<file path="src/rtl/sys_defs.sv">
// Shared types for the retirement monitor slice.
// Exception codes, halt causes, FSM states, trace record.
package sys_defs;

  localparam int XLEN = 32;

  typedef enum logic [3:0] {
    NO_ERROR            = 4'h0,
    INST_ADDR_MISALIGN  = 4'h1,
    INST_ACCESS_FAULT   = 4'h2,
    ILLEGAL_INST        = 4'h3,
    BREAKPOINT          = 4'h4,
    LOAD_ADDR_MISALIGN  = 4'h5,
    LOAD_ACCESS_FAULT   = 4'h6,
    STORE_ADDR_MISALIGN = 4'h7,
    STORE_ACCESS_FAULT  = 4'h8,
    HALTED_ON_WFI       = 4'h9
  } EXCEPTION_CODE;

  typedef enum logic [1:0] {
    HALT_NONE     = 2'd0,
    HALT_ERROR    = 2'd1,
    HALT_WATCHDOG = 2'd2
  } HALT_CAUSE;

  typedef enum logic [1:0] {
    ST_RUN    = 2'd0,
    ST_DRAIN  = 2'd1,
    ST_HALTED = 2'd2
  } mon_state_e;

  typedef struct packed {
    logic [XLEN-1:0] pc;
    logic [4:0]      arn;
    logic [XLEN-1:0] data;
    logic            wr_en;
  } retire_rec_t;

endpackage

</file>
<file path="src/rtl/retire_monitor_if.sv">
// Commit-lane bus plus trace-record pop handshake.
// master: processor/consumer side; slave: monitor side.
interface retire_monitor_if
  import sys_defs::*;
#(
  parameter int WAYS = 2
) ();

  logic [WAYS-1:0]           commit_valid;
  logic [WAYS-1:0][XLEN-1:0] commit_pc;
  logic [WAYS-1:0][4:0]      commit_arn;
  logic [WAYS-1:0][XLEN-1:0] commit_data;
  logic [WAYS-1:0]           commit_wr_en;

  logic            trace_ready;
  logic            trace_valid;
  logic [XLEN-1:0] trace_pc;
  logic [4:0]      trace_arn;
  logic [XLEN-1:0] trace_data;
  logic            trace_wr_en;

  modport master (
    output commit_valid, commit_pc, commit_arn,
    output commit_data, commit_wr_en, trace_ready,
    input  trace_valid, trace_pc, trace_arn,
    input  trace_data, trace_wr_en
  );

  modport slave (
    input  commit_valid, commit_pc, commit_arn,
    input  commit_data, commit_wr_en, trace_ready,
    output trace_valid, trace_pc, trace_arn,
    output trace_data, trace_wr_en
  );

endinterface

</file>
<file path="src/rtl/retire_trace_fifo.sv">
// Compacting WAYS-write / single-read FIFO of retire records.
// Ports: wr_valid_i/wr_rec_i, rd_ready_i/rd_valid_o/rd_rec_o, free_o, overflow_o.
module retire_trace_fifo
  import sys_defs::*;
#(
  parameter int WAYS  = 2,
  parameter int DEPTH = 16
) (
  input  logic                        clock,
  input  logic                        reset,
  input  logic [WAYS-1:0]             wr_valid_i,
  input  retire_rec_t [WAYS-1:0]      wr_rec_i,
  input  logic                        rd_ready_i,
  output logic                        rd_valid_o,
  output retire_rec_t                 rd_rec_o,
  output logic [$clog2(DEPTH):0]      free_o,
  output logic                        overflow_o
);

  localparam int AW = $clog2(DEPTH);

  retire_rec_t mem_q [DEPTH];

  logic [AW-1:0] head_q, head_d;
  logic [AW-1:0] tail_q, tail_d;
  logic [AW:0]   count_q, count_d;
  logic          ovf_q, ovf_d;

  logic          pop;
  logic [AW:0]   free;
  logic [AW:0]   offs [WAYS];
  logic [WAYS-1:0] acc;
  logic [AW:0]   nacc;
  logic          drop;

  assign rd_valid_o = (count_q != '0);
  assign pop        = rd_valid_o && rd_ready_i;
  // the slot vacated by a same-cycle pop is reusable
  assign free = (AW+1)'(DEPTH) - count_q
              + {{AW{1'b0}}, pop};
  assign free_o     = free;
  assign overflow_o = ovf_q;
  assign rd_rec_o   = rd_valid_o ? mem_q[head_q] : '0;

  // lowest valid lanes take the free slots in order
  always_comb begin
    nacc = '0;
    drop = 1'b0;
    acc  = '0;
    for (int i = 0; i < WAYS; i++) begin
      offs[i] = nacc;
      if (wr_valid_i[i]) begin
        if (nacc < free) begin
          acc[i] = 1'b1;
          nacc   = nacc + 1'b1;
        end else begin
          drop = 1'b1;
        end
      end
    end
  end

  always_comb begin
    head_d  = head_q + {{(AW-1){1'b0}}, pop};
    tail_d  = tail_q + nacc[AW-1:0];
    count_d = count_q + nacc - {{AW{1'b0}}, pop};
    ovf_d   = ovf_q | drop;
  end

  always_ff @(posedge clock) begin
    if (reset) begin
      head_q  <= '0;
      tail_q  <= '0;
      count_q <= '0;
      ovf_q   <= 1'b0;
    end else begin
      head_q  <= head_d;
      tail_q  <= tail_d;
      count_q <= count_d;
      ovf_q   <= ovf_d;
    end
  end

  always_ff @(posedge clock) begin
    for (int i = 0; i < WAYS; i++) begin
      if (acc[i]) begin
        mem_q[tail_q + offs[i][AW-1:0]] <= wr_rec_i[i];
      end
    end
  end

endmodule

</file>
<file path="src/rtl/retire_monitor.sv">
// Commit-boundary monitor: counters, trace FIFO, halt FSM.
// Ports: bus (commit lanes + trace pop), error_status_i, counters, halt status.
module retire_monitor
  import sys_defs::*;
#(
  parameter int WAYS         = 2,
  parameter int CNT_W        = 64,
  parameter int TRACE_DEPTH  = 16,
  parameter int WATCHDOG     = 50000,
  parameter int DRAIN_CYCLES = 4
) (
  input  logic              clock,
  input  logic              reset,
  retire_monitor_if.slave   bus,
  input  EXCEPTION_CODE     error_status_i,
  output logic [CNT_W-1:0]  cycle_count_o,
  output logic [CNT_W-1:0]  instr_count_o,
  output logic              halted_o,
  output HALT_CAUSE         halt_cause_o,
  output EXCEPTION_CODE     halt_code_o,
  output logic              trace_overflow_o
);

  localparam int AW = $clog2(TRACE_DEPTH);

  mon_state_e    state_q, state_d;
  logic [31:0]   idle_q, idle_d;
  logic [31:0]   drain_q, drain_d;
  HALT_CAUSE     cause_q, cause_d;
  EXCEPTION_CODE code_q, code_d;
  logic [CNT_W-1:0] cyc_q, cyc_d;
  logic [CNT_W-1:0] ins_q, ins_d;

  logic             active;
  logic [WAYS-1:0]  lane_v;
  logic [CNT_W-1:0] ncommit;
  retire_rec_t [WAYS-1:0] recs;
  retire_rec_t      head;
  logic [AW:0]      free;
  logic             err_trig;
  logic             wd_trig;

  // commits are taken in RUN and the first DRAIN_CYCLES of DRAIN
  assign active = (state_q == ST_RUN)
               || (state_q == ST_DRAIN
                   && drain_q < 32'(DRAIN_CYCLES));
  assign lane_v = bus.commit_valid & {WAYS{active}};

  always_comb begin
    ncommit = '0;
    for (int i = 0; i < WAYS; i++) begin
      recs[i] = '{pc:    bus.commit_pc[i],
                  arn:   bus.commit_arn[i],
                  data:  bus.commit_data[i],
                  wr_en: bus.commit_wr_en[i]};
      ncommit = ncommit + CNT_W'(lane_v[i]);
    end
  end

  retire_trace_fifo #(
    .WAYS  (WAYS),
    .DEPTH (TRACE_DEPTH)
  ) u_fifo (
    .clock      (clock),
    .reset      (reset),
    .wr_valid_i (lane_v),
    .wr_rec_i   (recs),
    .rd_ready_i (bus.trace_ready),
    .rd_valid_o (bus.trace_valid),
    .rd_rec_o   (head),
    .free_o     (free),
    .overflow_o (trace_overflow_o)
  );

  assign bus.trace_pc    = head.pc;
  assign bus.trace_arn   = head.arn;
  assign bus.trace_data  = head.data;
  assign bus.trace_wr_en = head.wr_en;

  // load access faults are recoverable and never halt
  assign err_trig = (error_status_i != NO_ERROR)
                 && (error_status_i != LOAD_ACCESS_FAULT);
  assign wd_trig  = (WATCHDOG != 0)
                 && (idle_q == 32'(WATCHDOG));

  always_comb begin
    state_d = state_q;
    idle_d  = idle_q;
    drain_d = drain_q;
    cause_d = cause_q;
    code_d  = code_q;
    unique case (state_q)
      ST_RUN: begin
        idle_d = (|bus.commit_valid) ? '0 : idle_q + 1'b1;
        if (err_trig) begin
          state_d = ST_DRAIN;
          drain_d = '0;
          cause_d = HALT_ERROR;
          code_d  = error_status_i;
        end else if (wd_trig) begin
          state_d = ST_DRAIN;
          drain_d = '0;
          cause_d = HALT_WATCHDOG;
          code_d  = NO_ERROR;
        end
      end
      ST_DRAIN: begin
        if (drain_q < 32'(DRAIN_CYCLES)) begin
          drain_d = drain_q + 1'b1;
        end else if (free == (AW+1)'(TRACE_DEPTH)) begin
          // empty once this cycle's pop lands
          state_d = ST_HALTED;
        end
      end
      ST_HALTED: begin
        state_d = ST_HALTED;
      end
      default: begin
        state_d = ST_RUN;
      end
    endcase
  end

  always_comb begin
    cyc_d = cyc_q;
    ins_d = ins_q;
    if (state_q != ST_HALTED) begin
      cyc_d = cyc_q + 1'b1;
      ins_d = ins_q + ncommit;
    end
  end

  always_ff @(posedge clock) begin
    if (reset) begin
      state_q <= ST_RUN;
      idle_q  <= '0;
      drain_q <= '0;
      cause_q <= HALT_NONE;
      code_q  <= NO_ERROR;
      cyc_q   <= '0;
      ins_q   <= '0;
    end else begin
      state_q <= state_d;
      idle_q  <= idle_d;
      drain_q <= drain_d;
      cause_q <= cause_d;
      code_q  <= code_d;
      cyc_q   <= cyc_d;
      ins_q   <= ins_d;
    end
  end

  assign cycle_count_o = cyc_q;
  assign instr_count_o = ins_q;
  assign halted_o      = (state_q == ST_HALTED);
  assign halt_cause_o  = cause_q;
  assign halt_code_o   = code_q;

endmodule
</file>
<file path="src/flat_wrapper.sv">
// flat-port wrapper written by rule: the top's interface ports become plain ports
module retire_monitor_flat import sys_defs::*;
#(
  parameter int WAYS         = 2,
  parameter int CNT_W        = 64,
  parameter int TRACE_DEPTH  = 16,
  parameter int WATCHDOG     = 50000,
  parameter int DRAIN_CYCLES = 4
)
  (clock, reset, error_status_i, cycle_count_o, instr_count_o, halted_o, halt_cause_o, halt_code_o, trace_overflow_o, bus_commit_valid, bus_commit_pc, bus_commit_arn, bus_commit_data, bus_commit_wr_en, bus_trace_ready, bus_trace_valid, bus_trace_pc, bus_trace_arn, bus_trace_data, bus_trace_wr_en);
  retire_monitor_if #(.WAYS(WAYS)) bus_i ();
  input  logic clock;
  input  logic reset;
  input  EXCEPTION_CODE error_status_i;
  output logic [CNT_W-1:0] cycle_count_o;
  output logic [CNT_W-1:0] instr_count_o;
  output logic halted_o;
  output HALT_CAUSE halt_cause_o;
  output EXCEPTION_CODE halt_code_o;
  output logic trace_overflow_o;
  input wire logic [$bits(bus_i.commit_valid)-1:0] bus_commit_valid;
  input wire logic [$bits(bus_i.commit_pc)-1:0] bus_commit_pc;
  input wire logic [$bits(bus_i.commit_arn)-1:0] bus_commit_arn;
  input wire logic [$bits(bus_i.commit_data)-1:0] bus_commit_data;
  input wire logic [$bits(bus_i.commit_wr_en)-1:0] bus_commit_wr_en;
  input wire logic [$bits(bus_i.trace_ready)-1:0] bus_trace_ready;
  output wire logic [$bits(bus_i.trace_valid)-1:0] bus_trace_valid;
  output wire logic [$bits(bus_i.trace_pc)-1:0] bus_trace_pc;
  output wire logic [$bits(bus_i.trace_arn)-1:0] bus_trace_arn;
  output wire logic [$bits(bus_i.trace_data)-1:0] bus_trace_data;
  output wire logic [$bits(bus_i.trace_wr_en)-1:0] bus_trace_wr_en;
  assign bus_i.commit_valid = bus_commit_valid;
  assign bus_i.commit_pc = bus_commit_pc;
  assign bus_i.commit_arn = bus_commit_arn;
  assign bus_i.commit_data = bus_commit_data;
  assign bus_i.commit_wr_en = bus_commit_wr_en;
  assign bus_i.trace_ready = bus_trace_ready;
  assign bus_trace_valid = bus_i.trace_valid;
  assign bus_trace_pc = bus_i.trace_pc;
  assign bus_trace_arn = bus_i.trace_arn;
  assign bus_trace_data = bus_i.trace_data;
  assign bus_trace_wr_en = bus_i.trace_wr_en;
  retire_monitor #(.WAYS(WAYS), .CNT_W(CNT_W), .TRACE_DEPTH(TRACE_DEPTH), .WATCHDOG(WATCHDOG), .DRAIN_CYCLES(DRAIN_CYCLES)) u_core (.clock(clock), .reset(reset), .bus(bus_i), .error_status_i(error_status_i), .cycle_count_o(cycle_count_o), .instr_count_o(instr_count_o), .halted_o(halted_o), .halt_cause_o(halt_cause_o), .halt_code_o(halt_code_o), .trace_overflow_o(trace_overflow_o));
endmodule
</file>
<file path="config.mk">
export PLATFORM = sky130hd
export DESIGN_NAME = retire_monitor_flat
export DESIGN_NICKNAME = d
export VERILOG_FILES = /design/src/rtl/sys_defs.sv /design/src/rtl/retire_monitor_if.sv /design/src/rtl/retire_trace_fifo.sv /design/src/rtl/retire_monitor.sv /design/src/flat_wrapper.sv
export SDC_FILE = /design/constraint.sdc
export NUM_CORES = 2
export LEC_CHECK = 0
export ABC_AREA = 1
export BUFFER_PORTS_ARGS = -buffer_cell sky130_fd_sc_hd__buf_2
export CORE_MARGIN = 2
export CORE_UTILIZATION = 45
export CTS_BUF_LIST = sky130_fd_sc_hd__clkbuf_4
export CTS_CLUSTER_DIAMETER = 200
export CTS_CLUSTER_SIZE = 20
export DETAILED_ROUTE_END_ITERATION = 16
export MAX_ROUTING_LAYER = met4
export SETUP_SLACK_MARGIN = 0.15
export SYNTH_ARGS = -nofsm -noshare
export SYNTH_HDL_FRONTEND = slang
export SYNTH_SLANG_ARGS = --single-unit
</file>
<file path="constraint.sdc">
create_clock -name clock -period 11.6 [get_ports clock]
set_input_delay 1.74 -clock clock [delete_from_list [all_inputs] [get_ports clock]]
set_output_delay 1.74 -clock clock [all_outputs]
set_load 0.03 [all_outputs]
</file>
==> results by group <==
Run status
  – Status: finished clean

Cells and area
  – Final-layout fill cell count: 14.3k
  – Area Growth Syn to Fin: 3.42%
  – Final nets: 7531
  – Layout cells sized above 1: 0.0808

Setup path
  – Reg2Reg Launch Point: u_core.u_fifo.count_q[2]
  – CP arrival: 5390 ps
  – Worst r2r dst: u_core.u_fifo.mem_q[5][25]
  – R2R Setup Slk: 5370 ps
  – WP data required: 9860 ps
  – Critical Setup Path Class: reg2out
  – Worst r2r path cells: 22
  – CP Max Fanout: 190
  – Crit start category: flip-flop
  – Crit end category: primary output

Detailed routing
  – Wire per inst: 23.5 microns
  – Final ANT Viol Nets: 0
  – Initial DRT Pass Iterations: 8
  – Vias per cell: 5.91
  – DRT iter0 DRCs: 5842
  – DRC errors left: 0
  – Wirelength, routed: 219 mm
  – Vias after detailed routing: 55.1k

Clocking
  – Hold_buf cts: 0
  – Number of CTS-inserted buffers: 76
  – Post-CTS resize count: 0
  – Clk buf depth: 3
  – CTS sink count: 1334
  – Root Buffer: clkbuf_4
  – Setup Buffers After CTS: 0
  – Clk slew on worst S/H paths: 220 ps
  – TritonCTS clock tree: built
  – CTS H-tree lvls: 3
  – Worst skew pair latency: 1180 ps

Synth
  – Synth Warn #: 0
  – Primary FF master, synth: edfxtp_1
  – Post-Syn Instances: 7569
  – Distinct cells, synth: 50
  – Avg Inst Size Synth: 8.91 sq um
  – Synthesized flop and latch total: 1334
  – Mapped cell area: 67400 sq um
  – Mapped Nets: 7747
  – Number of synthesized flops with an enable pin: 1120
  – Synth async-reset ratio: 0
  – Sequential area share after synthesis: 0.562

Global route
  – Congestion Overflow GR: 0
  – Initial antenna violation count: 24
  – Grt met2 use: 0.472
  – Vias in the first global route: 51.3k
  – First-pass GRT wire length: 328 mm
  – GR peak layer: met2
  – Met3 Usage GRT: 0.0381
  – Gr usage total: 0.290
  – Met1 Usage GRT: 0.378
  – Largest net degree at the start of global routing: 209

STA
  – Final Hold Fails: 0
  – Final setup vio count: 0
  – Slew headroom: 0.162
  – TNS Setup: 0 ps
  – Final Cycle Share: 0.615
  – Maximum operating frequency: 0.140 GHz
  – RSZ-0062 raised after global routing: false
  – Tmin final: 7130 ps
  – Worst-margin pin slew: 1260 ps
  – Clock Skew: 110 ps
  – Pins over their slew limit: 0

Die
  – Core Area: 149000 sq um
  – Rows: 142
  – I/O pins: 356
  – Die H: 391 microns
  – Die extent in x: 391 microns
  – Initial Util: 0.452
  – Full die area: 153000 sq um

Min path
  – Hold depth: 2
  – Worst hold-check path type: reg2reg
  – Hold_sp: u_core.drain_q[21]
  – Worst Hold End: u_core.drain_q[21]

Place
  – Final HPWL DP: 123 mm
  – Gpl congestion: 0.901
  – Count of input and output buffers: 355

Pwr
  – P_leak: 25.6 nW
  – P per Cell Area: 179 nW/um^2
  – Peak VDD IR: 0.247 mV
  – Overall Power: 12.5 mW

Flow run
  – Max-Cap Viols: 0
## synthesized netlist by cell type, types with 9 or more instances
library cell | number | area (sq um)
o21a_1 | 9 | 67.6
a21oi_1 | 175 | 876
nand3_1 | 144 | 721
o21ai_1 | 619 | 3100
buf_1 | 60 | 225
buf_4 | 12 | 90.1
xnor2_1 | 9 | 78.8
nor3_1 | 80 | 400
nand2_1 | 1537 | 5770
nand4_1 | 47 | 294
clkbuf_1 | 448 | 1680
inv_1 | 321 | 1200
buf_2 | 116 | 581
ha_1 | 26 | 325
edfxtp_1 | 1120 | 33600
o221ai_1 | 190 | 1660
o21ai_2 | 14 | 123
buf_6 | 85 | 957
dfxtp_1 | 214 | 4280
nor2_1 | 919 | 3450
o22ai_1 | 91 | 569
nand3_4 | 10 | 175
xor2_1 | 24 | 210
o211ai_1 | 90 | 676
o21ai_0 | 1146 | 5740
## worst max path at each step
stage	startpoint	end	slack, ps	depth (start not counted)
finish	u_core.u_fifo.head_q[0]	bus_trace_pc[28]	4470	7
CTS	u_core.u_fifo.head_q[0]	bus_trace_pc[28]	4210	7
global route	u_core.u_fifo.head_q[0]	bus_trace_pc[28]	3990	7
global placement	bus_trace_ready	u_core.u_fifo.mem_q[5][13]	4430	20
detailed placement	bus_trace_ready	u_core.u_fifo.mem_q[11][50]	4510	19
floorplan	bus_trace_ready	u_core.u_fifo.mem_q[15][0]	3000	10
## cell families after synthesis
kind of cell / after synthesis / share of synthesized area
adder cells (fa/ha/maj): 29 / 0.00571
buffers and inverters: 1048 / 0.0709
AO/OA/AOI/OAI: 2348 / 0.192
XOR/XNOR: 33 / 0.00429
flip-flops: 1334 / 0.562
AND/OR/NAND/NOR: 2777 / 0.165
## metal layers
metal  vias up  routed length (microns)  part of all wire
met5         -                        0                 0
met4         0                     6330             0.029
met3       337                    17300             0.079
met2      2387                   104000              0.48
met1     26522                    91300              0.42
li1      25884                        -                 -
## flip-flops by register name, summed over array words and instances, names as in the netlist, 2 cells and up
register	flops
u_core.u_fifo.mem_q	1120
u_core.idle_q	32
u_core.u_fifo.tail_q	4
u_core.cycle_count_o	64
u_core.u_fifo.head_q	4
u_core.drain_q	32
u_core.halt_code_o	4
u_core.u_fifo.count_q	5
u_core.instr_count_o	64
u_core.halt_cause_o	2
u_core.state_q	2
## cell usage in the layout, fill, tap and decap left out, drive strengths merged, types with 3 or more instances in the layout
cell type / instances
nor4: 7
a21oi: 175
ha: 26
xnor2: 9
xor2: 24
diode: 17
nand3: 161
nand2: 1538
dfxtp: 214
nand4: 47
nor3: 83
and3: 4
o221ai: 190
nand3b: 5
clkbuf: 94
buf: 428
inv: 328
o211ai: 90
fa: 3
nor3b: 5
o21a: 9
o22ai: 91
a211oi: 7
o21ai: 1780
nor2: 923
edfxtp: 1120
## final cells by class
type,count,area (sq um),share of cell area
sequential,1334,37900,0.544
tap,1944,2430,0.0349
inverter,326,1240,0.0178
clock buffer,94,706,0.0101
clock inverter,5,27.5,0.000395
antenna,17,42.5,0.000610
timing repair buffer,428,2380,0.0341
multi-input combinational,5187,25000,0.358
## through the flow
stage	instances	hold WS, ps	cell area (sq um)	setup WS [ps]	utilization
global route	9334	459	69700	3990	0.467
CTS	9318	454	69700	4210	0.467
detailed placement	9219	429	69000	4510	0.462
global placement	9219	426	69000	4430	0.462
floorplan	7569	419	67400	3000	-
finish	9335	452	69700	4470	0.467
## worst max-delay path, stage by stage, from the launching register on
cell and delay, ps:
dfxtp_4 970, buf_12 680, buf_4 920, o21ai_0 200, o221ai_1 270, o211ai_1 140
a21oi_1 720, buf_2 340
## where the power goes
part	switching [mW]	leakage [nW]	internal, mW
clock	1.50	0.450	0.371
sequential	0.167	11.9	5.80
combinational	3.51	13.2	1.12
total	5.18	25.6	7.29
No activity file was read; power rests on OpenSTA's default activity.
